<file path="src/rtl/uart_pkg.sv">
// ============================================================================
// Module      : uart_pkg
// Description : Shared UART types and constants for the rx/tx datapaths.
// Revision    : 1.0 - initial release
// ============================================================================
`default_nettype none

package uart_pkg;

    localparam int UART_DATA_W = 8;

    typedef logic [UART_DATA_W-1:0] uart_byte_t;

    // Value presented on byte outputs whenever no byte is available
    localparam uart_byte_t UART_IDLE_BYTE = '0;

endpackage

`default_nettype wire

</file>
<file path="src/rtl/sync_fifo.sv">
// ============================================================================
// Module      : sync_fifo
// Description : Generic first-word-fall-through FIFO with occupancy count.
// Revision    : 1.0 - initial release
// ============================================================================
`default_nettype none

module sync_fifo #(
    parameter int WIDTH = 8,
    parameter int DEPTH = 16
) (
    input  logic                     clk,
    input  logic                     reset_n,
    input  logic                     wr_en,
    input  logic [WIDTH-1:0]         wr_data,
    input  logic                     rd_en,
    output logic [WIDTH-1:0]         rd_data,
    output logic [$clog2(DEPTH):0]   level,
    output logic                     full
);

    localparam int AW = $clog2(DEPTH);
    localparam logic [AW:0] C_FULL_LVL = (AW+1)'(DEPTH);

    logic [WIDTH-1:0] r_mem [DEPTH];
    logic [AW-1:0]    r_wr_ptr;
    logic [AW-1:0]    r_rd_ptr;
    logic [AW:0]      r_level;

    logic w_full;
    logic w_empty;
    logic w_do_wr;
    logic w_do_rd;

    assign w_full  = (r_level == C_FULL_LVL);
    assign w_empty = (r_level == '0);
    // When full, a write is only legal if a read frees the head slot this edge
    assign w_do_wr = wr_en & (~w_full | rd_en);
    assign w_do_rd = rd_en & ~w_empty;

    always_ff @(posedge clk) begin
        if (w_do_wr) begin
            r_mem[r_wr_ptr] <= wr_data;
        end
    end

    always_ff @(posedge clk or negedge reset_n) begin
        if (!reset_n) begin
            r_wr_ptr <= '0;
            r_rd_ptr <= '0;
            r_level  <= '0;
        end else begin
            if (w_do_wr) begin
                r_wr_ptr <= r_wr_ptr + 1'b1;
            end
            if (w_do_rd) begin
                r_rd_ptr <= r_rd_ptr + 1'b1;
            end
            case ({w_do_wr, w_do_rd})
                2'b10:   r_level <= r_level + 1'b1;
                2'b01:   r_level <= r_level - 1'b1;
                default: r_level <= r_level;
            endcase
        end
    end

    assign rd_data = r_mem[r_rd_ptr];
    assign level   = r_level;
    assign full    = w_full;

endmodule

`default_nettype wire

</file>
<file path="src/rtl/uart_rx_fifo.sv">
// ============================================================================
// Module      : uart_rx_fifo
// Description : UART receive byte buffer with valid/ready output and overflow.
// Revision    : 1.0 - initial release
// ============================================================================
`default_nettype none

module uart_rx_fifo
    import uart_pkg::*;
#(
    parameter int DEPTH     = 16,
    parameter int AFULL_LVL = 12
) (
    input  logic                     clk,
    input  logic                     reset_n,
    input  logic [UART_DATA_W-1:0]   rx_data,
    input  logic                     rx_done,
    output logic [UART_DATA_W-1:0]   m_data,
    output logic                     m_valid,
    input  logic                     m_ready,
    output logic [$clog2(DEPTH):0]   level,
    output logic                     almost_full,
    output logic                     overflow,
    input  logic                     overflow_clr
);

    localparam int LW = $clog2(DEPTH) + 1;
    localparam logic [LW-1:0] C_AFULL_LVL = LW'(AFULL_LVL);

    logic             r_rx_done_q;
    logic             r_overflow;
    logic             w_push;
    logic             w_pop;
    logic             w_full;
    logic             w_valid;
    uart_byte_t       w_head;
    logic [LW-1:0]    w_level;

    assign w_push  = rx_done & ~r_rx_done_q;
    assign w_valid = (w_level != '0);
    assign w_pop   = w_valid & m_ready;

    sync_fifo #(
        .WIDTH (UART_DATA_W),
        .DEPTH (DEPTH)
    ) u_fifo (
        .clk     (clk),
        .reset_n (reset_n),
        .wr_en   (w_push),
        .wr_data (rx_data),
        .rd_en   (w_pop),
        .rd_data (w_head),
        .level   (w_level),
        .full    (w_full)
    );

    // A set in the same cycle as a clear takes priority so no drop is missed
    always_ff @(posedge clk or negedge reset_n) begin
        if (!reset_n) begin
            r_rx_done_q <= 1'b0;
            r_overflow  <= 1'b0;
        end else begin
            r_rx_done_q <= rx_done;
            if (w_push && w_full && !w_pop) begin
                r_overflow <= 1'b1;
            end else if (overflow_clr) begin
                r_overflow <= 1'b0;
            end
        end
    end

    assign m_valid     = w_valid;
    assign m_data      = w_valid ? w_head : UART_IDLE_BYTE;
    assign level       = w_level;
    assign almost_full = (w_level >= C_AFULL_LVL);
    assign overflow    = r_overflow;

endmodule

`default_nettype wire

</file>
<file path="config.mk">
export PLATFORM = sky130hd
export DESIGN_NAME = uart_rx_fifo
export DESIGN_NICKNAME = d
export VERILOG_FILES = /design/src/rtl/uart_pkg.sv /design/src/rtl/sync_fifo.sv /design/src/rtl/uart_rx_fifo.sv
export SDC_FILE = /design/constraint.sdc
export NUM_CORES = 1
export LEC_CHECK = 0
export ABC_AREA = 1
export BUFFER_PORTS_ARGS = -buffer_cell sky130_fd_sc_hd__buf_4
export CORE_MARGIN = 2
export CORE_UTILIZATION = 60
export DETAILED_ROUTE_END_ITERATION = 12
export GPL_TIMING_DRIVEN = 0
export PLACE_DENSITY = 0.79
export SYNTH_ARGS = -nofsm -noshare
export SYNTH_HDL_FRONTEND = slang
export SYNTH_SLANG_ARGS = --single-unit
</file>
<file path="constraint.sdc">
create_clock -name clk -period 2.9 [get_ports clk]
set_input_delay 0 -clock clk [delete_from_list [all_inputs] [get_ports clk]]
set_output_delay 0 -clock clk [all_outputs]
set_load 0.02 [all_outputs]
</file>
# Word level (Yosys, flattened, before mapping)
# Memory sizes are Yosys's and may differ from the RTL's.
# Cells that the tools add are included.
word_totals:
  reg_bits: 15
  ram_bits: 128
  in_bits: 13
  out_inout_bits: 16
  word_cells: 35
  mem_count: 1
memory_table:
  columns: ["memory", "depth", "word_bits", "read_ports", "rd_ports_with_merged_regs", "wr", "line_no", "text"]
  rows:
  - ["u_fifo.r_mem", 16, 8, 1, 0, 1, "sync_fifo.sv:25", "logic [WIDTH-1:0] r_mem [DEPTH];"]
classes:
  add_sub_neg: 4
  order_cmp: 1
  n_eq_ne: 3
  muxes: 6
  n_bitwise: 8
  n_reduce_logical: 7
op_table:
  columns: ["op", "count"]
  rows:
  - ["5-bit one-hot mux with 2 select lines", 1]
  - ["4-bit by 1-bit adder with 4-bit output (second input constant)", 2]
  - ["8-bit 2-to-1 mux", 1]
  - ["5-bit by 1-bit adder with 5-bit output (second input constant)", 1]
  - ["5-bit == test (second input constant)", 1]
  - ["5-bit by 4-bit >= comparator with 1-bit output (second input constant)", 1]
  - ["5-bit zero test", 1]
  - ["5-bit nonzero test", 1]
  - ["5-bit by 1-bit subtractor with 5-bit output (second input constant)", 1]
  - ["1-bit bitwise AND", 4]
  - ["1-bit 2-to-1 mux", 4]
  - ["2-bit nonzero test", 2]
  - ["1-bit inverter", 3]
  - ["2-bit by 1-bit == test with 1-bit output (second input constant)", 1]
  - ["2-bit == test (second input constant)", 1]
  - ["1-bit logical AND", 2]
  - ["1-bit zero test", 1]
  - ["1-bit OR", 1]

# Depth between registers and ports, before layout
depth:
  depth_word: 6
  depth_mapped: 15
  depth_no_buf: 15

# Hierarchy
# Synthesis repeated with hierarchy kept, for this count alone.
unflattened:
  cells_unflattened: 664
  area_unflattened_um2: 6625.1
modules_own_cells:
  columns: ["mod", "n_inst", "cells_each", "area_each_um2", "seq_area_each_um2"]
  rows:
  - ["sync_fifo", 1, 631, 6433.7, 4169.0]
  - ["uart_rx_fifo", 1, 33, 191.4, 50.0]

# Worst setup path before layout
# No wires, ideal clock.
synth_path:
  path_type: "register to register"
  from: "register u_fifo.r_level[1], in the netlist u_fifo.level[1]"
  to: "register u_fifo.r_level[4], in the netlist u_fifo.level[4]"
  setup_ps: 117
  arrival_time_ps: 2226
  required_ps: 2783
  setup_slack_ps: 556
  stages_incl_launch_ff: 15
  n_path_buf: 0
  synth_period_minus_slack_ps: 2344
  cell_sequence: "dfrtp_1 -> nor2_2 -> nand3_2 -> nor2_4 -> inv_2 -> nand2_4 -> inv_4 -> ha_1 -> xor2_1 -> ha_1 -> a21o_1 -> nand3_1 -> nand3_1 -> nand3_1 -> nand2_1"
synth_between:
  elab_cells_between_ends: 15
  cone_classes: "add/sub (2); eq/ne (3); mux (1); bitwise (6); reduce/logical (3)"
synth_rtl:
  columns: ["element", "line_no", "text"]
  rows:
  - ["start, declared", "sync_fifo.sv:28", "logic [AW:0] r_level;"]
  - ["start signal, assigned", "sync_fifo.sv:60", "2'b10: r_level <= r_level + 1'b1;"]
  - ["start signal, assigned", "sync_fifo.sv:61", "2'b01: r_level <= r_level - 1'b1;"]
  - ["start signal, assigned", "sync_fifo.sv:62", "default: r_level <= r_level;"]
  - ["5-bit nonzero test *", "uart_rx_fifo.sv:40", "assign w_valid = (w_level != '0);"]
  - ["net m_valid", "uart_rx_fifo.sv:19", "output logic m_valid,"]
  - ["1-bit bitwise AND *", "uart_rx_fifo.sv:41", "assign w_pop = w_valid & m_ready;"]
  - ["1-bit bitwise AND *", "sync_fifo.sv:39", "assign w_do_rd = rd_en & ~w_empty;"]
  - ["net u_fifo.w_do_rd", "sync_fifo.sv:33", "logic w_do_rd;"]
  - ["2-bit by 1-bit == test with 1-bit output or 2-bit == test (tied branches)", "sync_fifo.sv:59", "case ({w_do_wr, w_do_rd})"]
  - ["5-bit one-hot mux with 2 select lines or 2-bit nonzero test (tied branches)", null, null]
# The timed path passes the listed nets; every way through them passes the cells marked *.
# A chain may end at the register's enable or synchronous reset.

# Final worst setup path
layout_path:
  from: "register u_fifo.r_level[1], in the netlist u_fifo.level[1]"
  to: "register u_fifo.r_level[4], in the netlist u_fifo.level[4]"
layout_between:
  elab_cells_between_ends: 15
  cone_classes: "add/sub (2); eq/ne (3); mux (1); bitwise (6); reduce/logical (3)"
layout_rtl:
  columns: ["element", "line_no"]
  rows:
  - ["5-bit nonzero test or 5-bit zero test (tied branches)", "uart_rx_fifo.sv:40, sync_fifo.sv:36"]
  - ["1-bit bitwise AND or 1-bit inverter (tied branches)", "uart_rx_fifo.sv:41, sync_fifo.sv:39"]
  - ["1-bit bitwise AND *", "sync_fifo.sv:39"]
  - ["net u_fifo.w_do_rd", "sync_fifo.sv:33"]
  - ["2-bit by 1-bit == test with 1-bit output or 2-bit == test (tied branches)", "sync_fifo.sv:59"]
  - ["5-bit one-hot mux with 2 select lines or 2-bit nonzero test (tied branches)", null]
# Marked as above.

==> results.ini <==
[status]
status = complete, no violations

[critical_path]
path_cells = nor2_2 -> nand3_2 -> nor2_4 -> inv_2 -> nand2_4 -> inv_4 -> ha_1 -> xor2_1 -> ha_1 -> a21o_1 -> nand3_1 -> nand3_1 -> nand3_1 -> nand2_1
start_kind = register
crit_fanout = 9
reg2reg_from = u_fifo.level[1]
endpoint_kind = register
timing.rr.end = u_fifo.level[4]
cp.arrival_ps = 2950
reg2reg_depth = 14
path_common_cell = nand3_1
rrSetupSlack_ps = 370
critPathMaxStageDelay_ps = 450
critical_path_required_ps = 3320
worstSetupPathType = reg -> reg
crit_slowest_cell = dfrtp_1

[logic_synthesis]
synth_largest_area_cell = edfxtp_1
synth_seq_cells = 143
async_flop_share = 0.105
avgSynthCellArea_um2 = 11.2
ys.flop_type = edfxtp_1
synth_edf_count = 128
syn_inst = 556
netlist_top_cells_area = edfxtp_1, nand2_1, nand3_1
yosysSeqAreaShare = 0.680
synth_top_area_frac = 0.620
syn_nets = 578
ys_types = 29
yosysWarnings = 0
synth_area_um2 = 6200

[detailed_routing]
wl_per_cell_um = 20.2
wirelength_um = 15500
drt_pre_antenna_iters = 6
vias_per_cell = 5.90
drc_errors = 0
drt-initial-drc-count = 512
vias = 4510
drtAntennaViolNets = 0

[global_route]
antenna_found_initial = 0
grt_pass1_wl_um = 23700
overflow = 0
grt_pass1_vias = 4276
grt_max_degree = 17
grtUsageTotal = 0.296

[hold_path]
hold_class = in -> reg
holdPathStages = 2
hp-start = rx_done
whs_endpoint = r_rx_done_q

[final_layout]
area_growth_pct = 18.5
ff_latch_area_um2 = 4220
multi_input_area_um2 = 1710
design_area_um2 = 7350
fin_nets = 639
fillerInstances = 686
diodes = 0
drive_gt1_frac = 0.149

[power]
pwr-share-comb = 0.386
pwr-share-clk = 0.289
powerDensity_nw_per_um2 = 1070
seqPwrFrac = 0.326
swShare = 0.375
leakage_nw = 2.89
p_total_mw = 7.89
p_int_mw = 4.93
irDropWorstVdd_mv = 0.630
switching_power_mw = 2.96

[place]
place_area_um2 = 6580
hpwl_um = 9890
routabilityCongestion = 0.901
numPortBuffers = 28

[clock_network]
tritoncts = done
path_clk_slew_ps = 60
cts_buffer_depth = 2
clk_latency_ps = 530
clkSinkCount = 143
cts_root_buffer = clkbuf_8
cts.htree.levels = 4
cts_made_buffers = 17
cts_setup_buffers = 0

[floorplanning]
core_area_um2 = 10200
die_y_um = 106
die_x_um = 106
die_area_um2 = 11200
io_pins = 29
start_util = 0.609
rows = 37

[sta]
worstMarginPinSlew_ps = 1010
setup-violations-final = 0
rsz0062_at_grt = false
fin_crit_ps = 2530
clock_skew_ps = 7.31
post-route-period-util = 0.873
slew_headroom = 0.325
fmax_ghz = 0.395
report.final.slew_viol_count = 0
setup_tns_ps = 0
finalHoldViolCount = 0

[run]
drv_cap = 0

[power by group through the flow]
stage                     combinational [mW]  sequential [mW]  clock, mW
after floorplan                         1.93             2.62          0
after global placement                  2.86             2.59          0
after detailed placement                2.95             2.60          0
after CTS                               2.99             2.57       2.27
after global routing                    3.31             2.59       2.36
final                                   3.04             2.57       2.28
[sequential cells by signal, summed over array words and instances, names as in the netlist]
name             flops
u_fifo.r_rd_ptr      4
u_fifo.level         5
r_rx_done_q          1
u_fifo.r_mem       128
u_fifo.r_wr_ptr      4
overflow             1
[area by class of cell]
| class | instances | share of cell area |
|---|---|---|
| clock buffer | 17 | 0.0564 |
| multi-input combinational | 365 | 0.233 |
| buffer | 26 | 0.0269 |
| timing repair buffer | 42 | 0.0477 |
| tap | 136 | 0.0232 |
| clock inverter | 14 | 0.0269 |
| inverter | 22 | 0.0116 |
| sequential | 143 | 0.574 |
[synth_stat cells (all sizes together), types with 2 or more instances]
cell type / number
xnor2: 2
dfrtp: 15
clkinv: 2
xor2: 7
clkbuf: 3
buf: 23
edfxtp: 128
nand3: 109
nand2: 195
ha: 9
inv: 20
a21oi: 10
nor3: 3
o21ai: 5
nor2: 21
[worst max-delay path, delay by kind of cell (launching register included)]
family,cells,cell delay (ps)
xor gates and xnor gates,1,190
and+or+nand+nor,8,950
buffers and inverters,2,160
AOI/OAI and AO/OA,1,170
adders and majority gates,2,490
DFF,1,450
[layout by cell type (no fill, tap or decap), types with 3 or more instances in the layout]
| cell | count |
|---|---|
| clkbuf_1 | 3 |
| nand3_1 | 108 |
| clkinv_1 | 4 |
| clkinv_2 | 5 |
| bufinv_16 | 5 |
| edfxtp_1 | 128 |
| buf_6 | 9 |
| inv_1 | 16 |
| xor2_1 | 7 |
| buf_4 | 34 |
| a21oi_1 | 10 |
| o21ai_0 | 3 |
| ha_1 | 9 |
| nor2_1 | 19 |
| nor3_2 | 3 |
| buf_2 | 8 |
| dlygate4sd3_1 | 14 |
| clkbuf_16 | 16 |
| dfrtp_1 | 15 |
| inv_2 | 3 |
| nand2_1 | 192 |
[routing by layer]
| layer | GRT usage | wire length, um |
|---|---|---|
| met1 | 0.390 | 5820 |
| met2 | 0.473 | 7500 |
| met3 | 0.0686 | 1590 |
| met4 | 0.129 | 550 |
| met5 | 0 | 0 |
[repair_timing]
action,4_1_cts,5_1_grt
hold buffers,14,0
endpoints found under the hold margin,153,0
gates resized for setup,0,0
[logic make-up (layout without fill, tap and decap cells)]
group                    count (synthesis)  in the layout  synth area share
AND/OR/NAND/NOR                        329            329             0.228
flip-flops                             143            143             0.680
buffers and inverters                   48            121            0.0456
AO/OA/AOI/OAI                           18             18            0.0155
adder cells (fa/ha/maj)                  9              9            0.0182
XOR/XNOR                                 9              9            0.0127
[worst max path at each step]
stage	start	end	slack (ps)	cells past startpoint
2_1_floorplan	u_fifo.level[1]	u_fifo.level[4]	560	14
3_3_place_gp	u_fifo.level[1]	u_fifo.level[4]	480	14
3_5_place_dp	u_fifo.level[1]	u_fifo.level[4]	440	14
4_1_cts	u_fifo.level[1]	u_fifo.level[4]	420	14
5_1_grt	u_fifo.level[1]	u_fifo.level[4]	230	15
6_report	u_fifo.level[1]	u_fifo.level[4]	370	14
[through the flow]
stage / instances / utilization / setup slack (ps) / hold WS (ps)
floorplan: 556 / - / 556 / -296
global placement: 720 / 0.646 / 476 / -131
detailed placement: 720 / 0.646 / 437 / -130
CTS: 765 / 0.720 / 417 / 116
global route: 765 / 0.721 / 231 / 126
finish: 765 / 0.721 / 369 / 143
Power figures use the tool's default switching activity.
